## src/rtl/div_pkg.sv

```systemverilog
// Shared types and constants for the sequential DIV/DIVU unit.
package div_pkg;

   localparam int unsigned DEF_WIDTH = 32;

   localparam logic [DEF_WIDTH-1:0] DIV0_Q       = '1;
   localparam logic [DEF_WIDTH-1:0] OVF_DIVIDEND = 32'h8000_0000;

   typedef enum logic [2:0] {
      StIdle,
      StPrep,
      StIter,
      StFix,
      StDone
   } div_state_e;

endpackage

```

## src/rtl/div_trial_sub.sv

```systemverilog
// Combinational trial subtract for restoring division; borrow set when a < b.
module div_trial_sub #(
   parameter int unsigned W = 33
) (
   input  logic [W-1:0] a,
   input  logic [W-1:0] b,
   output logic [W-1:0] diff,
   output logic         borrow
);

   assign {borrow, diff} = {1'b0, a} - {1'b0, b};

endmodule

```

## src/rtl/div_seq.sv

```systemverilog
// Multi-cycle restoring divider for MIPS DIV/DIVU: quotient to lo, remainder to hi.
module div_seq
   import div_pkg::*;
#(
   parameter int unsigned WIDTH = DEF_WIDTH,
   parameter int unsigned CNT_W = 6
) (
   input  logic             clk,
   input  logic             reset,
   input  logic             start,
   input  logic             Sign,
   input  logic [WIDTH-1:0] A,
   input  logic [WIDTH-1:0] B,
   output logic             busy,
   output logic             done,
   output logic [WIDTH-1:0] lo,
   output logic [WIDTH-1:0] hi,
   output logic             dz,
   output logic             ovf
);

   div_state_e       state_q, state_d;
   logic [CNT_W-1:0] cnt_q, cnt_d;
   logic [WIDTH-1:0] a_q, a_d, b_q, b_d, bmag_q, bmag_d;
   logic [WIDTH-1:0] rem_q, rem_d, quo_q, quo_d;
   logic [WIDTH-1:0] lo_q, lo_d, hi_q, hi_d;
   logic             mode_q, mode_d, qneg_q, qneg_d, rneg_q, rneg_d;
   logic             dz_q, dz_d, ovf_q, ovf_d;

   logic [WIDTH-1:0] a_mag, b_mag;
   logic [WIDTH:0]   shifted, trial;
   logic             borrow;

   assign a_mag   = (mode_q && a_q[WIDTH-1]) ? -a_q : a_q;
   assign b_mag   = (mode_q && b_q[WIDTH-1]) ? -b_q : b_q;
   assign shifted = {rem_q, quo_q[WIDTH-1]};

   // 33-bit compare so divisors >= 2^31 are not mistaken for small values.
   div_trial_sub #(
      .W (WIDTH + 1)
   ) u_trial (
      .a      (shifted),
      .b      ({1'b0, bmag_q}),
      .diff   (trial),
      .borrow (borrow)
   );

   always_comb begin
      state_d = state_q;
      cnt_d   = cnt_q;
      a_d     = a_q;
      b_d     = b_q;
      bmag_d  = bmag_q;
      rem_d   = rem_q;
      quo_d   = quo_q;
      lo_d    = lo_q;
      hi_d    = hi_q;
      mode_d  = mode_q;
      qneg_d  = qneg_q;
      rneg_d  = rneg_q;
      dz_d    = dz_q;
      ovf_d   = ovf_q;
      case (state_q)
         StIdle: begin
            if (start) begin
               a_d     = A;
               b_d     = B;
               mode_d  = Sign;
               state_d = StPrep;
            end
         end
         StPrep: begin
            if (b_q == '0) begin
               lo_d    = DIV0_Q;
               hi_d    = a_q;
               dz_d    = 1'b1;
               ovf_d   = 1'b0;
               state_d = StDone;
            end else begin
               quo_d   = a_mag;
               bmag_d  = b_mag;
               rem_d   = '0;
               cnt_d   = '0;
               qneg_d  = mode_q & (a_q[WIDTH-1] ^ b_q[WIDTH-1]);
               rneg_d  = mode_q & a_q[WIDTH-1];
               state_d = StIter;
            end
         end
         StIter: begin
            rem_d = borrow ? shifted[WIDTH-1:0] : trial[WIDTH-1:0];
            quo_d = {quo_q[WIDTH-2:0], ~borrow};
            cnt_d = cnt_q + 1'b1;
            if (cnt_q == CNT_W'(WIDTH - 1)) state_d = StFix;
         end
         StFix: begin
            lo_d    = qneg_q ? -quo_q : quo_q;
            hi_d    = rneg_q ? -rem_q : rem_q;
            ovf_d   = mode_q && (a_q == OVF_DIVIDEND) && (b_q == '1);
            dz_d    = 1'b0;
            state_d = StDone;
         end
         StDone:  state_d = StIdle;
         default: state_d = StIdle;
      endcase
   end

   always_ff @(posedge clk) begin
      if (reset) begin
         state_q <= StIdle;
         cnt_q   <= '0;
         a_q     <= '0;
         b_q     <= '0;
         bmag_q  <= '0;
         rem_q   <= '0;
         quo_q   <= '0;
         lo_q    <= '0;
         hi_q    <= '0;
         mode_q  <= 1'b0;
         qneg_q  <= 1'b0;
         rneg_q  <= 1'b0;
         dz_q    <= 1'b0;
         ovf_q   <= 1'b0;
      end else begin
         state_q <= state_d;
         cnt_q   <= cnt_d;
         a_q     <= a_d;
         b_q     <= b_d;
         bmag_q  <= bmag_d;
         rem_q   <= rem_d;
         quo_q   <= quo_d;
         lo_q    <= lo_d;
         hi_q    <= hi_d;
         mode_q  <= mode_d;
         qneg_q  <= qneg_d;
         rneg_q  <= rneg_d;
         dz_q    <= dz_d;
         ovf_q   <= ovf_d;
      end
   end

   assign busy = (state_q == StPrep) || (state_q == StIter) || (state_q == StFix);
   assign done = (state_q == StDone);
   assign lo   = lo_q;
   assign hi   = hi_q;
   assign dz   = dz_q;
   assign ovf  = ovf_q;

endmodule

```

## config.mk

```make
export PLATFORM = sky130hd
export DESIGN_NAME = div_seq
export DESIGN_NICKNAME = d
export VERILOG_FILES = /design/src/rtl/div_pkg.sv /design/src/rtl/div_trial_sub.sv /design/src/rtl/div_seq.sv
export SDC_FILE = /design/constraint.sdc
export NUM_CORES = 1
export LEC_CHECK = 0
export BUFFER_PORTS_ARGS = -buffer_cell sky130_fd_sc_hd__buf_2
export CAP_MARGIN = 20
export CORE_AREA = 3 3 142 281
export CTS_CLUSTER_DIAMETER = 40
export DETAILED_ROUTE_END_ITERATION = 10
export DIE_AREA = 0 0 145 284
export PLACE_DENSITY = 0.55
export SLEW_MARGIN = 5
export SYNTH_ARGS = -nofsm -noshare
export SYNTH_HDL_FRONTEND = slang
export SYNTH_SLANG_ARGS = --single-unit
```

## constraint.sdc

```tcl
create_clock -name clk -period 6.86 [get_ports clk]
set_input_delay 0.686 -clock clk [delete_from_list [all_inputs] [get_ports clk]]
set_output_delay 0.686 -clock clk [all_outputs]
set_load 0.02 [all_outputs]
```

==> results of run 1 <==
[power groups by stage]
stage	Clock, mW	Combinational, mW	Sequential [mW]
6_report	1.58	1.00	1.61
5_1_grt	1.65	1.12	1.63
4_1_cts	1.61	1.01	1.61
3_5_place_dp	0	1.01	1.64
3_3_place_gp	0	0.996	1.64
2_1_floorplan	0	0.744	1.62
[metrics by stage]
step | worst slack, ns | utilization, %
after floorplan | 4.01 | -
after global placement | 3.21 | 37.3
after detailed placement | 3.20 | 37.3
after CTS | 3.20 | 39.9
after global routing | 3.13 | 39.9
final | 3.31 | 39.9
[sequential cells by signal, summed over array words and instances (netlist names)]
| signal | flops |
|---|---|
| dz | 1 |
| state_q | 3 |
| a_q | 32 |
| rem_q | 32 |
| quo_q | 32 |
| qneg_q | 1 |
| hi | 32 |
| cnt_q | 6 |
| mode_q | 1 |
| ovf | 1 |
| b_q | 32 |
| lo | 32 |
| bmag_q | 32 |
| rneg_q | 1 |
[worst max-delay path, cell delays in order (launching register included)]
cell      delay [ns]
dfxtp_1         0.35
nor4_1          0.51
nand3_1         0.24
or2_2           0.37
or4_1           0.51
o21ai_0         0.38
nand2_1         0.30
xnor2_1         0.57
a211oi_1        0.15
[final timing paths]
kind	start	endpoint	slack, ns	cells past startpoint
worst min-delay path	A[21]	a_q[21]	0.35	3
worst min register to register	dz	dz	0.46	2
worst max register to register	quo_q[0]	lo[31]	3.31	8
worst max-delay path	quo_q[0]	lo[31]	3.31	8
[synthesized netlist by cell type, drive strengths merged (7+ instances only)]
library cell and count:
a221oi 19, o22ai 10, nor4 12, dfxtp 238, nand3 21, nand2 312, and2 15, a2111oi 15
xnor2 86, nor3 33, a31oi 7, o41ai 19, mux2i 10, and3 7, nand4 13, o21ai 78
nor2 209, a311oi 39, or3 11, xor2 61, clkbuf 93, o31ai 25, inv 48, buf 23
a21o 16, a21oi 146, ha 38, a211oi 36, nand2b 9, a22oi 8, or4 15
[routing by layer]
| metal | track usage, % | vias to the layer above | share of wire (%) |
|---|---|---|---|
| met3 | 2.01 | 83 | 3.6 |
| met4 | 8.25 | 0 | 4.1 |
| met2 | 38.2 | 276 | 56 |
| li1 | - | 6175 | - |
| met1 | 18.7 | 5674 | 36 |
| met5 | 0 | - | 0 |
[cell families (layout without fill, tap and decap cells)]
group / after synthesis / after routing / share of synthesized area, %
multiplexers: 10 / 10 / 0.760
AND/OR/NAND/NOR: 674 / 674 / 22.2
adder cells (fa/ha/maj): 39 / 39 / 3.76
XOR/XNOR: 147 / 147 / 9.78
AO/OA/AOI/OAI: 448 / 448 / 22.4
buffers and inverters: 164 / 254 / 4.93
flip-flops: 238 / 238 / 36.2
[area by class of cell]
class	instances	area, um2
clock buffer	31	733
clock inverter	20	236
fill	3991	22900
inverter	48	180
multi-input combinational	1318	7770
sequential	238	4760
tap	515	644
timing repair buffer	155	832
==> impl_metrics.toml, run 1 <==
[grt]
antenna_found_initial = 0
grt_max_degree = 107
grt_pass1_vias = 11900
grt_pass1_wl_um = 63400
grt_usage_pct = 18.7
grt_overflow = 0

[sta]
whs_ns = 0.355
worstMarginPinSlew_ns = 1.06
finalHoldViolCount = 0
setup_viol = 0
fin_skew_ns = 0.0233
rsz0062_at_grt = "no"
final.setup.tns_ns = 0
finalCritPeriodShare_pct = 51.7
finalMaxSlewViolations = 0
slew_headroom_pct = 28.8
min_period_ns = 3.55
max_freq_mhz = 282

[routing]
wire_per_inst_um = 17.3
first_pass_iters = 5
via_count = 12200
antenna_left = 0
drt_iter0_drc = 470
drc_errors = 0
wirelength_um = 40100
vias_per_cell = 5.25

[yosys]
ys.flop_type = "dfxtp_1"
yosysTopAreaCell = "dfxtp_1"
synth-seq-area-share_pct = 36.2
synth_enable_flop_cells = 0
ys_top_cells_by_area = "dfxtp_1 (36%), nand2_1 (8.8%), nor2_1 (5.9%)"
async_flop_share_pct = 0
syn-cell-area_um2 = 13200
synth_top_area_share_pct = 36.2
syn_inst = 1720
synth_fp_nets = 1827
avgSynthCellArea_um2 = 7.65
yosysUniqueCellTypes = 68
synth_seq_cells = 238
ys_warn_count = 0

[final_layout]
diodes = 0
syn_to_final_growth_pct = 15.2
layout.nets = 1897
mostFrequentLayoutCell = "nand2_1"
layout_common_cells = "nand2_1 (309), dfxtp_1 (238), nor2_1 (208), a21oi_1 (146), buf_2 (134)"
fin_area_um2 = 15200
drive_above_1_share_pct = 12.3
final_cells = 2325

[floorplan]
die-area_um2 = 41200
core_um2 = 38000
start_util_pct = 34.6
die_w_um = 145
num_rows = 101
boundaryPins = 136
die_h_um = 284

[power_and_ir_drop]
finalPower_mw = 4.19
p_seq_share_pct = 38.5
p_leak_nw = 6.12
pwr-share-clk_pct = 37.6
comb_power_share_pct = 23.9
switching_share_pct = 33.8
ir_drop_mv = 0.161
internal_power_mw = 2.77
power_density_nw_per_um2 = 276
p_sw_mw = 1.42

[clocking]
cts_sinks = 238
cts_buffers = 29
cts_max_path_buffers = 3
cts_setup_buffers = 0
cts_tree = "built"
cts_resized = 0
h-tree-depth = 1
root_buffer = "clkbuf_16"
path_clk_slew_ns = 0.07
hold_buffers = 0
insertion_delay_ns = 0.57

[worst_hold_path]
hold_class = "input pin to register"

[placement]
place_congestion = 0.851
portBuffers = 135
place_inst = 2274
hpwl_um = 30100
place_area_um2 = 14200

[critical_path]
worstPathRequired_ns = 7.27
start_kind = "register"
worst-setup-path-type = "register to register"
worstPathMaxFanout = 4
crit_path_end_kind = "register"
cp_data_arrival_time_ns = 3.96

[flow_run]
maxCapViolCount = 0

[run_status]
status = "finished clean"
Power figures use the tool's default switching activity.
==> run 2, diff against run 1 <==
Clock period 6.86 ns to 3.6 ns, I/O delays scaled along.
==> run 2 against run 1 <==
  * Non-clock buffer count increased by 25
  * Utilization rose by 0.80 points
  * Combinational power grew 100%
  * Register-to-register slack worse by 3.0 ns
  * Clock power up 100%
  * Count of clock-buffer cells in the layout increased by 2
  * Maximum frequency increased by 7.4%
  * Critical path type unchanged
  * Critical endpoint is now rem_q[26]
  * Largest cell class unchanged
  * Largest power group is now the clock network
==> impl_metrics.toml, run 2 (synthesized netlist as in run 1, its figures left out) <==
[run_status]
status = "finished clean"

[sta]
finalCritPeriodShare_pct = 91.7
setup_viol = 0
finalMaxSlewViolations = 0
fin_skew_ns = 0.0150
slew_headroom_pct = 26.3
finalHoldViolCount = 0
rsz0062_at_grt = "no"
final.setup.tns_ns = 0
worstMarginPinSlew_ns = 1.10
min_period_ns = 3.30
max_freq_mhz = 303
setup_ws_ns = 0.298

[placement]
hpwl_um = 31200
portBuffers = 135
dp_slack_ns = 0.284
place_congestion = 0.890

[clocking]
cts_buffers = 29
cts_setup_buffers = 0
cts_max_path_buffers = 3
cts_tree = "built"
h-tree-depth = 1
path_clk_slew_ns = 0.07
root_buffer = "clkbuf_16"
cts_resized = 0
hold_buffers = 0
insertion_delay_ns = 0.56
cts_sinks = 238

[critical_path]
worstPathRequired_ns = 4.04
r2r-start = "quo_q[31]"
cp_data_arrival_time_ns = 3.74
rr_worst_depth = 14
reg2reg_to = "rem_q[26]"
crit_path_end_kind = "register"
worst-setup-path-type = "register to register"
start_kind = "register"
r2r_setup_slack_ns = 0.30
worstPathMaxFanout = 5

[final_layout]
mostFrequentLayoutCell = "nand2_1"
syn_to_final_growth_pct = 17.5
layout_common_cells = "nand2_1 (309), dfxtp_1 (238), nor2_1 (208), a21oi_1 (146), buf_2 (134)"
diodes = 0
drive_above_1_share_pct = 13.7
layout.nets = 1922
utilization_pct = 40.7

[grt]
grt_pass1_vias = 12100
grt_usage_pct = 19.1
grt_max_degree = 77
antenna_found_initial = 1
grt_pass1_wl_um = 64200
grt_overflow = 0

[routing]
vias_per_cell = 5.23
via_count = 12300
drt_iter0_drc = 547
wire_per_inst_um = 17.4
first_pass_iters = 6
wirelength_um = 41000
antenna_left = 0
drc_errors = 0

[floorplan]
boundaryPins = 136
die_w_um = 145
die_h_um = 284
core_um2 = 38000
num_rows = 101
start_util_pct = 34.6
die-area_um2 = 41200

[worst_hold_path]
holdPathStages = 3
holdPathEnd = "a_q[16]"
hold_start = "A[16]"
hold_class = "input pin to register"

[power_and_ir_drop]
p_leak_nw = 6.31
internal_power_mw = 5.55
ir_drop_mv = 0.430
comb_power_share_pct = 24.2
p_sw_mw = 2.70
p_seq_share_pct = 37.2
power_density_nw_per_um2 = 533
switching_share_pct = 32.8
pwr-share-clk_pct = 38.6

[flow_run]
maxCapViolCount = 0
[run 2: worst max-delay path by stage]
| stage | start | endpoint | depth (start not counted) |
|---|---|---|---|
| after global routing | rem_q[3] | hi[26] | 9 |
| final | quo_q[31] | rem_q[26] | 14 |
| after global placement | quo_q[31] | rem_q[26] | 14 |
| after detailed placement | quo_q[31] | rem_q[26] | 14 |
| after floorplan | quo_q[31] | rem_q[30] | 13 |
| after CTS | quo_q[31] | rem_q[26] | 14 |
[run 2: power groups by stage]
stage / Combinational, mW / Sequential (mW) / Clock [mW]
after floorplan: 1.42 / 3.08 / 0
after global placement: 1.99 / 3.12 / 0
after detailed placement: 2.01 / 3.13 / 0
after CTS: 2.02 / 3.07 / 3.25
after global routing: 2.22 / 3.10 / 3.35
final: 2.00 / 3.07 / 3.18
[run 2: layout make-up]
cell class | count | area (um2)
fill | 3936 | 22600
tap | 515 | 644
sequential | 238 | 4760
clock buffer | 33 | 781
inverter | 48 | 180
clock inverter | 19 | 267
timing repair buffer | 180 | 1060
multi-input combinational | 1318 | 7770
[run 2: critical path, stage by stage, from the launching register on]
cell      delay (ns)
dfxtp_1         0.36
inv_1           0.10
ha_1            0.18
inv_1           0.06
fa_1            0.39
a21o_1          0.20
a21oi_1         0.26
o31ai_1         0.21
a21o_1          0.24
a211oi_1        0.42
o41ai_1         0.14
buf_4           0.17
a21boi_0        0.19
xor2_1          0.19
o21ai_0         0.08
[run 2: stage by stage]
stage	hold WS, ns	total power [mW]	cells	instance area [um2]
floorplan	0.432	4.50	1720	13200
global placement	0.444	5.11	2299	14400
detailed placement	0.451	5.14	2299	14400
CTS	0.0132	8.34	2351	15500
global route	0.0266	8.67	2351	15500
finish	0.0401	8.25	2351	15500
[run 2: metal layers]
layer | part of all wire, % | vias to the layer above | track usage (%)
met5 | 0 | - | 0
met4 | 4.7 | 0 | 8.87
met3 | 2.8 | 91 | 1.71
met2 | 55 | 268 | 39.0
met1 | 37 | 5708 | 18.9
li1 | - | 6226 | -
